## config.mk

```make
export PLATFORM = sky130hd
export DESIGN_NAME = cfg_cmd_dispatch_flat
export DESIGN_NICKNAME = d
export VERILOG_FILES = /design/src/rtl/cfg_cmd_dispatch_if.sv /design/src/rtl/cfg_cmd_dispatch.sv /design/src/flat_wrapper.sv
export SDC_FILE = /design/constraint.sdc
export NUM_CORES = 1
export LEC_CHECK = 0
export ABC_CLOCK_PERIOD_IN_PS = 2200
export CAP_MARGIN = 20
export CORE_MARGIN = 2
export CORE_UTILIZATION = 31
export DETAILED_ROUTE_END_ITERATION = 8
export PLACE_DENSITY_LB_ADDON = 0.08
export SYNTH_ARGS = -nofsm -noshare
export SYNTH_HDL_FRONTEND = slang
export SYNTH_SLANG_ARGS = --single-unit
```

## constraint.sdc

```tcl
create_clock -name clk -period 2.2 [get_ports clk]
set_input_delay 0.33 -clock clk [delete_from_list [all_inputs] [get_ports clk]]
set_output_delay 0.33 -clock clk [all_outputs]
set_load 0.03 [all_outputs]
```

## src/rtl/cfg_cmd_dispatch_if.sv

```systemverilog
`default_nettype none
// -----------------------------------------------------------------------------
// Module   : cfg_cmd_dispatch_if
// Purpose  : cfg_UART frame/response channel plus target req/ack bus.
// Revision : 1.0 - initial release
// -----------------------------------------------------------------------------
interface cfg_cmd_dispatch_if #(
   parameter int NUM_TGT = 4
);
   logic                   frm_rdy;
   logic [23:0]            cfg_data;
   logic                   clr_frm_rdy;
   logic                   snd_rsp;
   logic [15:0]            rsp_data;
   logic [NUM_TGT-1:0]     tgt_req;
   logic [5:0]             tgt_cmd;
   logic [15:0]            tgt_data;
   logic [NUM_TGT-1:0]     tgt_ack;
   logic [16*NUM_TGT-1:0]  tgt_rsp;
   logic                   busy;
   logic [7:0]             frm_cnt;
   logic [7:0]             err_cnt;

   modport master (
      input  frm_rdy, cfg_data, tgt_ack, tgt_rsp,
      output clr_frm_rdy, snd_rsp, rsp_data, tgt_req, tgt_cmd, tgt_data,
             busy, frm_cnt, err_cnt
   );

   modport slave (
      output frm_rdy, cfg_data, tgt_ack, tgt_rsp,
      input  clr_frm_rdy, snd_rsp, rsp_data, tgt_req, tgt_cmd, tgt_data,
             busy, frm_cnt, err_cnt
   );
endinterface
`default_nettype wire

```

## src/rtl/cfg_cmd_dispatch.sv

```systemverilog
`default_nettype none
// -----------------------------------------------------------------------------
// Module   : cfg_cmd_dispatch
// Purpose  : Captures cfg_UART frames, forwards them to one target, returns result.
// Revision : 1.0 - initial release
// -----------------------------------------------------------------------------
module cfg_cmd_dispatch #(
   parameter int          NUM_TGT = 4,
   parameter int          TIMEOUT = 1000,
   parameter logic [15:0] ERR_TGT = 16'hEE01,
   parameter logic [15:0] ERR_TO  = 16'hEE02
) (
   input  wire logic             clk,
   input  wire logic             rst,
   cfg_cmd_dispatch_if.master    bus
);

   typedef enum logic [1:0] {
      ST_IDLE  = 2'd0,
      ST_CLR   = 2'd1,
      ST_ISSUE = 2'd2,
      ST_RESP  = 2'd3
   } state_t;

   state_t             state_q, state_d;
   logic [23:0]        cmd_q, cmd_d;
   logic [9:0]         cnt_q, cnt_d;
   logic [15:0]        rsp_q, rsp_d;
   logic [7:0]         frm_cnt_q, frm_cnt_d;
   logic [7:0]         err_cnt_q, err_cnt_d;
   logic               clr_q, clr_d;
   logic               snd_q, snd_d;
   logic               busy_q, busy_d;
   logic [NUM_TGT-1:0] req_q, req_d;

   logic [1:0]         idx;
   logic               idx_ok;
   logic [3:0]         ack_pad;
   logic [15:0]        rsp_pad [4];
   logic [7:0]         err_inc;

   assign idx     = cmd_q[23:22];
   assign idx_ok  = (3'(idx) < 3'(NUM_TGT));
   assign err_inc = (err_cnt_q == 8'hFF) ? err_cnt_q : err_cnt_q + 8'd1;

   // Pad the target buses to the full 2-bit index range so absent targets read as idle.
   generate
      for (genvar i = 0; i < 4; i++) begin : g_pad
         if (i < NUM_TGT) begin : g_live
            assign ack_pad[i] = bus.tgt_ack[i];
            assign rsp_pad[i] = bus.tgt_rsp[16*i +: 16];
         end else begin : g_tie
            assign ack_pad[i] = 1'b0;
            assign rsp_pad[i] = 16'h0000;
         end
      end
   endgenerate

   always_comb begin
      state_d   = state_q;
      cmd_d     = cmd_q;
      cnt_d     = cnt_q;
      rsp_d     = rsp_q;
      frm_cnt_d = frm_cnt_q;
      err_cnt_d = err_cnt_q;
      req_d     = '0;

      case (state_q)
         ST_IDLE: begin
            if (bus.frm_rdy) begin
               cmd_d     = bus.cfg_data;
               frm_cnt_d = frm_cnt_q + 8'd1;
               state_d   = ST_CLR;
            end
         end
         ST_CLR: begin
            if (idx_ok) begin
               cnt_d   = '0;
               state_d = ST_ISSUE;
            end else begin
               rsp_d     = ERR_TGT;
               err_cnt_d = err_inc;
               state_d   = ST_RESP;
            end
         end
         ST_ISSUE: begin
            cnt_d = cnt_q + 10'd1;
            // An ack landing on the final allowed cycle still counts as success.
            if (ack_pad[idx]) begin
               rsp_d   = rsp_pad[idx];
               state_d = ST_RESP;
            end else if (cnt_q == 10'(TIMEOUT - 1)) begin
               rsp_d     = ERR_TO;
               err_cnt_d = err_inc;
               state_d   = ST_RESP;
            end
         end
         ST_RESP: begin
            state_d = ST_IDLE;
         end
         default: begin
            state_d = ST_IDLE;
         end
      endcase

      // Outputs are decoded from the next state so they leave the flops glitch-free.
      clr_d  = (state_d == ST_CLR);
      snd_d  = (state_d == ST_RESP);
      busy_d = (state_d != ST_IDLE);
      for (int i = 0; i < NUM_TGT; i++) begin
         req_d[i] = (state_d == ST_ISSUE) && (idx == 2'(i));
      end
   end

   always_ff @(posedge clk) begin
      if (rst) begin
         state_q   <= ST_IDLE;
         cmd_q     <= '0;
         cnt_q     <= '0;
         rsp_q     <= '0;
         frm_cnt_q <= '0;
         err_cnt_q <= '0;
         clr_q     <= 1'b0;
         snd_q     <= 1'b0;
         busy_q    <= 1'b0;
         req_q     <= '0;
      end else begin
         state_q   <= state_d;
         cmd_q     <= cmd_d;
         cnt_q     <= cnt_d;
         rsp_q     <= rsp_d;
         frm_cnt_q <= frm_cnt_d;
         err_cnt_q <= err_cnt_d;
         clr_q     <= clr_d;
         snd_q     <= snd_d;
         busy_q    <= busy_d;
         req_q     <= req_d;
      end
   end

   assign bus.clr_frm_rdy = clr_q;
   assign bus.snd_rsp     = snd_q;
   assign bus.rsp_data    = rsp_q;
   assign bus.tgt_req     = req_q;
   assign bus.tgt_cmd     = cmd_q[21:16];
   assign bus.tgt_data    = cmd_q[15:0];
   assign bus.busy        = busy_q;
   assign bus.frm_cnt     = frm_cnt_q;
   assign bus.err_cnt     = err_cnt_q;

endmodule
`default_nettype wire

```

## src/flat_wrapper.sv

```systemverilog
// flat-port wrapper written by rule: the top's interface ports become plain ports
module cfg_cmd_dispatch_flat 
#(
   parameter int          NUM_TGT = 4,
   parameter int          TIMEOUT = 1000,
   parameter logic [15:0] ERR_TGT = 16'hEE01,
   parameter logic [15:0] ERR_TO  = 16'hEE02
)
  (clk, rst, bus_frm_rdy, bus_cfg_data, bus_tgt_ack, bus_tgt_rsp, bus_clr_frm_rdy, bus_snd_rsp, bus_rsp_data, bus_tgt_req, bus_tgt_cmd, bus_tgt_data, bus_busy, bus_frm_cnt, bus_err_cnt);
  cfg_cmd_dispatch_if #(.NUM_TGT(NUM_TGT)) bus_i ();
  input  wire logic clk;
  input  wire logic rst;
  input wire logic [$bits(bus_i.frm_rdy)-1:0] bus_frm_rdy;
  input wire logic [$bits(bus_i.cfg_data)-1:0] bus_cfg_data;
  input wire logic [$bits(bus_i.tgt_ack)-1:0] bus_tgt_ack;
  input wire logic [$bits(bus_i.tgt_rsp)-1:0] bus_tgt_rsp;
  output wire logic [$bits(bus_i.clr_frm_rdy)-1:0] bus_clr_frm_rdy;
  output wire logic [$bits(bus_i.snd_rsp)-1:0] bus_snd_rsp;
  output wire logic [$bits(bus_i.rsp_data)-1:0] bus_rsp_data;
  output wire logic [$bits(bus_i.tgt_req)-1:0] bus_tgt_req;
  output wire logic [$bits(bus_i.tgt_cmd)-1:0] bus_tgt_cmd;
  output wire logic [$bits(bus_i.tgt_data)-1:0] bus_tgt_data;
  output wire logic [$bits(bus_i.busy)-1:0] bus_busy;
  output wire logic [$bits(bus_i.frm_cnt)-1:0] bus_frm_cnt;
  output wire logic [$bits(bus_i.err_cnt)-1:0] bus_err_cnt;
  assign bus_i.frm_rdy = bus_frm_rdy;
  assign bus_i.cfg_data = bus_cfg_data;
  assign bus_i.tgt_ack = bus_tgt_ack;
  assign bus_i.tgt_rsp = bus_tgt_rsp;
  assign bus_clr_frm_rdy = bus_i.clr_frm_rdy;
  assign bus_snd_rsp = bus_i.snd_rsp;
  assign bus_rsp_data = bus_i.rsp_data;
  assign bus_tgt_req = bus_i.tgt_req;
  assign bus_tgt_cmd = bus_i.tgt_cmd;
  assign bus_tgt_data = bus_i.tgt_data;
  assign bus_busy = bus_i.busy;
  assign bus_frm_cnt = bus_i.frm_cnt;
  assign bus_err_cnt = bus_i.err_cnt;
  cfg_cmd_dispatch #(.NUM_TGT(NUM_TGT), .TIMEOUT(TIMEOUT), .ERR_TGT(ERR_TGT), .ERR_TO(ERR_TO)) u_core (.clk(clk), .rst(rst), .bus(bus_i));
endmodule
```

==> metrics.md, run 1 <==
| Metric | Value |
|---|---|
| Top Ports | 156 |
| DR vias | 3107 |
| Post-CTS setup buffer count | 0 |
| YS warnings | 0 |
| Synthesized area per cell | 9.335 um^2 |
| DRC viols | 0 |
| Hpwl dp | 6913 um |
| Post-Layout Inst Area | 5261 um^2 |
| Synth area leaders | dfxtp_1, mux4_2, nand2_1 |
| CTS buffer count | 9 |
| Die area | 11970 um^2 |
| Max IR drop VDD | 0.3080 mV |
| Top FF cell, synth | dfxtp_1 |
| Antenna fix cells | 0 |
| Avg WL per Cell | 14.01 um |
| RSZ-0062 raised after global routing | no |
| Vias in the first global route | 2828 |
| Pwr/cell area | 838.5 nW/um^2 |
| Clock Latency Late Sink | 0.34 ns |
| Final #Nets | 608 |
| Seq cells post-synth | 75 |
| Clock root buffer master | clkbuf_8 |
| Clock Skew | 0.01258 ns |
| Tmin final | 1.946 ns |
| Leading cell type in the layout, fill and taps excluded | clkdlybuf4s50_1 |
| Most frequent cells in the layout | clkdlybuf4s50_1, dfxtp_1, nand2_1, a21oi_1, nor2_1 |
| Placed cell areas | 5045 um^2 |
| Finished Core Util | 48.53% |
| Hold depth | 2 |
| Final Non-Filler Cells | 652 |
| PortBufs | 155 |
| Buffer depth of the longest clock path | 2 |
| Status | finished, final reports clean |
| Sink Count | 75 |
| Post-synth ARST share | 0% |
| Critical Path End Type | flop |
| Post-synth top area cell | dfxtp_1 |
| CTS resizes | 0 |
| Clock-pin slew on the worst setup and hold paths | 0.09 ns |
| Fmax | 513.8 MHz |
| Vert. Die Dim | 109.4 um |
| Starting Density | 31.78% |
| DR pass1 iterations | 4 |
| Final Hold Fails | 0 |
| HP Class | input pin to flop |
| Synth top area share | 43.59% |
| MaxCap Viol Count | 0 |
| CP Launch Type | flop |
| Die Wd | 109.4 um |
| Grt ovf | 0 |
| CTS tree | done |
| Worst-path maximum fanout | 4 |
| Pleak | 1.922 nW |
| Slew headroom | 61.84% |
| H-Tree Depth | 3 |
| Final wirelength | 9133 um |
| Tot Pwr | 4.411 mW |
| GPL Wtd Cong | 0.7434 |
| Cts hold-fix bufs | 0 |
| GRT Resource Usage Total | 14.98% |
| Critical Setup Path Class | flop to flop |
| Critical path required time | 2.44 ns |
| First-pass GRT wire length | 14030 um |
| Final-report setup violation count | 0 |
| Worst-Margin Slew | 0.5703 ns |
| Initial antenna violation count | 0 |
| Core outline area | 10840 um^2 |
| Share of layout cells above drive strength 1 | 9.961% |
| Final period util | 88.47% |
| Post-synthesis instance total | 369 |
| Standard-cell rows | 38 |
| Routed Antenna Nets | 0 |
| EDFF count, synth | 0 |
| Routed vias/inst | 4.765 |
| Largest net degree at the start of global routing | 33 |
| Sequential cell area fraction in the yosys report | 43.59% |
| Final count of pins violating max slew | 0 |
| Post-synth cell types | 40 |
| Reg2reg path depth | 4 |
| Placed cell count | 636 |
| Synth Cell Area | 3445 um^2 |
| Crit path DAT | 2.18 ns |
| Layout overhead on the synthesized area | 52.74% |
| Mapped Nets | 470 |
| DRT iter0 DRCs | 152 |
logic make-up after synthesis:
group           share of synthesized area [%]
compound gates                          10.13
xor+xnor                                3.560
fa+ha+maj                               2.179
buf+inv                                 7.700
flops                                   43.59
mux                                     11.77
simple gates                            21.07
per-stage QoR:
| step | setup WS (ns) | hold slack [ns] | setup TNS (ns) |
|---|---|---|---|
| global placement | 0.01134 | 0.4417 | 0 |
| finish | 0.2537 | 0.4466 | 0 |
| detailed placement | -0.03044 | 0.4471 | -0.04051 |
| CTS | 0.2375 | 0.4311 | 0 |
| floorplan | 0.2865 | 0.4367 | 0 |
| global route | 0.1124 | 0.4484 | 0 |
sequential cells by signal, indices dropped and copies added, names as in the netlist:
register and flops:
u_core.cmd_q 24, u_core.bus.rsp_data 16, u_core.cnt_q 10, u_core.bus.err_cnt 8, u_core.bus.frm_cnt 8, u_core.bus.tgt_req 4, u_core.state_q 2, u_core.bus.busy 1
u_core.bus.clr_frm_rdy 1, u_core.bus.snd_rsp 1
power breakdown:
group / leakage, nW / internal [mW] / switching (mW)
Combinational: 1.21 / 0.751 / 0.848
Clock: 0.103 / 0.642 / 0.539
Sequential: 0.610 / 1.53 / 0.102
layer usage:
layer,track usage (%),up-vias,wire length [um]
met5,0,-,0
met1,18.98,1451,3889
met4,5.787,0,117
li1,-,1545,-
met3,3.320,11,629
met2,24.82,100,4497
Yosys cell counts (3+ instances only):
cell and instances:
xor2_1 9, xnor2_1 5, buf_4 22, nor2_1 34, clkbuf_1 18, ha_1 6
nor2b_1 3, nand4_1 8, and4_1 3, inv_1 4, o21ai_1 3, nand3_1 5
a21oi_1 35, and3_1 4, o31ai_1 4, a22o_1 9, mux4_2 17, and4b_1 3
or3_1 5, dfxtp_1 75, nand2_1 62, nor3_1 11
worst max-delay path, cell delays in order, from the launching register on:
cell     delay (ns)
dfxtp_1        0.42
mux4_2         0.59
buf_4          0.17
nor4_1         0.31
mux2_1         0.35
worst paths after layout:
kind	from	to	slack, ns
min	rst	u_core.cmd_q[19]	0.45
max	u_core.cmd_q[22]	u_core.bus.err_cnt[5]	0.25
min reg2reg	u_core.cmd_q[9]	u_core.cmd_q[9]	0.46
max reg2reg	u_core.cmd_q[22]	u_core.bus.err_cnt[5]	0.25
final cells by class:
| cell class | count | area (um^2) |
|---|---|---|
| Tap cell | 140 | 175.2 |
| Clock buffer | 10 | 127.6 |
| Inverter | 5 | 18.77 |
| Clock inverter | 6 | 88.84 |
| Multi-Input combinational cell | 246 | 1678 |
| Fill cell | 1055 | 5579 |
| Timing Repair Buffer | 170 | 1672 |
| Sequential cell | 75 | 1501 |
(Power assumes the default switching activity.)
==> run 2: changes to the inputs <==
--- a/config.mk
+++ b/config.mk
@@ -8,7 +8,7 @@
 export ABC_CLOCK_PERIOD_IN_PS = 2200
 export CAP_MARGIN = 20
 export CORE_MARGIN = 2
-export CORE_UTILIZATION = 31
+export CORE_UTILIZATION = 40
 export DETAILED_ROUTE_END_ITERATION = 8
 export PLACE_DENSITY_LB_ADDON = 0.08
 export SYNTH_ARGS = -nofsm -noshare
==> run 2 against run 1 <==
Critical path depth increased by 1; setup slack improved by 0.026 ns; fmax grew 1.4%; non-clock buffer count unchanged; clock power fell by 3%; cell count down 5.4%; sequential share of layout area rose by 0.30 points.
==> metrics.md, run 2 (synthesis results as in run 1) <==
| Metric | Value |
|---|---|
| Fmax | 520.8 MHz (+1.4%) |
| Slew headroom | 62.14% (+0.30 points) |
| Final-report setup violation count | 0 (unchanged) |
| Crit-path max cell delay | 0.60 ns (about the same) |
| Share of layout cells above drive strength 1 | 9.961% (unchanged) |
| Vias in the first global route | 3037 (+7.4%) |
| Final Non-Filler Cells | 617 (-5.4%) |
| Clock Skew | 0.007122 ns (-0.005462 ns) |
| Sink Count | 75 (unchanged) |
| Placed cell areas | 4989 um^2 (-1.1%) |
| Final #Nets | 608 (unchanged) |
| Finished Core Util | 62.73% (+14 points) |
| Largest net degree at the start of global routing | 34 (+3.0%) |
| DRT iter0 DRCs | 94 (-38%) |
| Worst-Margin Slew | 0.5659 ns (-0.004497 ns) |
| Crit path DAT | 2.20 ns (+0.02 ns) |
| Critical-path top delay cell | mux4_2 |
| Tot Pwr | 4.356 mW (-1.3%) |
| Tmin final | 1.920 ns (-0.02613 ns) |
| Pleak | 1.923 nW (about the same) |
| Final wirelength | 8682 um (-4.9%) |
| Final Hold Fails | 0 (unchanged) |
| Core outline area | 8299 um^2 (-23%) |
| Leading cell type in the layout, fill and taps excluded | clkdlybuf4s50_1 |
| Fin Setup TNS | 0 ns (unchanged) |
| Post-Layout Inst Area | 5206 um^2 (-1.0%) |
| Max IR drop VDD | 0.6316 mV (+110%) |
| Post-CTS setup buffer count | 0 (unchanged) |
| Starting Density | 41.50% (+9.7 points) |
| CP Launch Type | flop |
| H-Tree Depth | 3 (unchanged) |
| Critical path required time | 2.48 ns (+0.04 ns) |
| Max reg flops | 24 (unchanged) |
| Routed vias/inst | 4.956 (+4.0%) |
| CTS tree | done |
| Cts hold-fix bufs | 0 (unchanged) |
| DR vias | 3058 (-1.6%) |
| Standard-cell rows | 33 (-13%) |
| Final period util | 87.28% (-1.2 points) |
| HP Class | input pin to flop |
| Vert. Die Dim | 96.80 um (-12%) |
| Die Wd | 96.80 um (-12%) |
| Hpwl dp | 6639 um (-4.0%) |
| Top reg by flops | u_core.cmd_q |
| Buffer depth of the longest clock path | 2 (unchanged) |
| Critical Setup Path Class | flop to flop |
| Clock root buffer master | clkbuf_8 |
| Worst-path maximum fanout | 8 (+4) |
| First-pass GRT wire length | 14540 um (+3.6%) |
| RSZ-0062 raised after global routing | no |
| DRC viols | 0 (unchanged) |
| Layout overhead on the synthesized area | 51.14% |
| Clock-pin slew on the worst setup and hold paths | 0.08 ns (about the same) |
| Routed Antenna Nets | 0 (unchanged) |
| Antenna fix cells | 0 (unchanged) |
| CP cell instances | mux4_2, nand4b_4, buf_4, or3_1, a21oi_1 |
| Die area | 9369 um^2 (-22%) |
| Clock Latency Late Sink | 0.34 ns (about the same) |
| Status | finished, final reports clean |
| Most frequent cells in the layout | clkdlybuf4s50_1, dfxtp_1, nand2_1, a21oi_1, nor2_1 |
| GPL Wtd Cong | 0.7978 (+7.3%) |
| PortBufs | 155 (unchanged) |
| DR pass1 iterations | 6 (+2) |
| Top Ports | 156 (unchanged) |
| GRT Resource Usage Total | 18.91% (+3.9 points) |
| Initial antenna violation count | 0 (unchanged) |
| Placed cell count | 601 (-5.5%) |
| Critical Path End Type | flop |
| MaxCap Viol Count | 0 (unchanged) |
| Grt ovf | 0 (unchanged) |
| CTS resizes | 0 (unchanged) |
| Final count of pins violating max slew | 0 (unchanged) |
| Pwr/cell area | 836.6 nW/um^2 (-0.22%) |
| Avg WL per Cell | 14.07 um (+0.45%) |
| CTS buffer count | 9 (unchanged) |
-- run 2: changes by cell type in the layout (fill, tap and decap cells not counted), sizes merged --
cell / previous run / this run
clkinv: 1 / 3
clkinvlp: 2 / 1
inv: 6 / 5
-- run 2: path summary, 6_finish.rpt --
path | start | endpoint | slack, ns | cells after the start
max | u_core.cmd_q[22] | u_core.bus.err_cnt[2] | 0.28 | 5
min | rst | u_core.cnt_q[1] | 0.37 | 2
max reg2reg | u_core.cmd_q[22] | u_core.bus.err_cnt[2] | 0.28 | 5
min reg2reg | u_core.cmd_q[0] | u_core.cmd_q[0] | 0.46 | 2
-- run 2: power by group --
group | switching [mW] | internal, mW
Sequential | 0.0925 | 1.53
Clock | 0.503 | 0.641
Combinational | 0.847 | 0.744
-- run 2: area by class of cell --
class | instances | area [um^2]
clock buffers | 10 | 127.6
clock inverters | 6 | 90.09
fillers | 721 | 3093
inverters | 5 | 18.77
multi-input cells | 246 | 1678
flip-flops and latches | 75 | 1501
well taps | 105 | 131.4
repair buffers | 170 | 1659
-- run 2: layer usage --
layer | vias up | track usage [%] | share of wire, %
met5 | - | 0 | 0
met4 | 0 | 5.092 | 1.0
met3 | 8 | 5.925 | 5.1
met2 | 86 | 33.55 | 52
met1 | 1422 | 21.99 | 42
li1 | 1542 | - | -
-- run 2: worst max-delay path: cells and delay by family (launching register included) --
family | cells | cell delay [ns]
multiplexers | 1 | 0.60
AND/OR/NAND/NOR | 2 | 0.53
flip-flops | 1 | 0.38
buffers and inverters | 1 | 0.20
AO/OA/AOI/OAI | 1 | 0.15
-- run 2: metrics by stage --
step	setup WS [ns]	hold WS, ns
floorplan	0.2865	0.4367
global placement	-0.02177	0.4413
detailed placement	-0.05903	0.4477
CTS	0.2568	0.3488
global route	0.1339	0.3519
finish	0.2798	0.3651
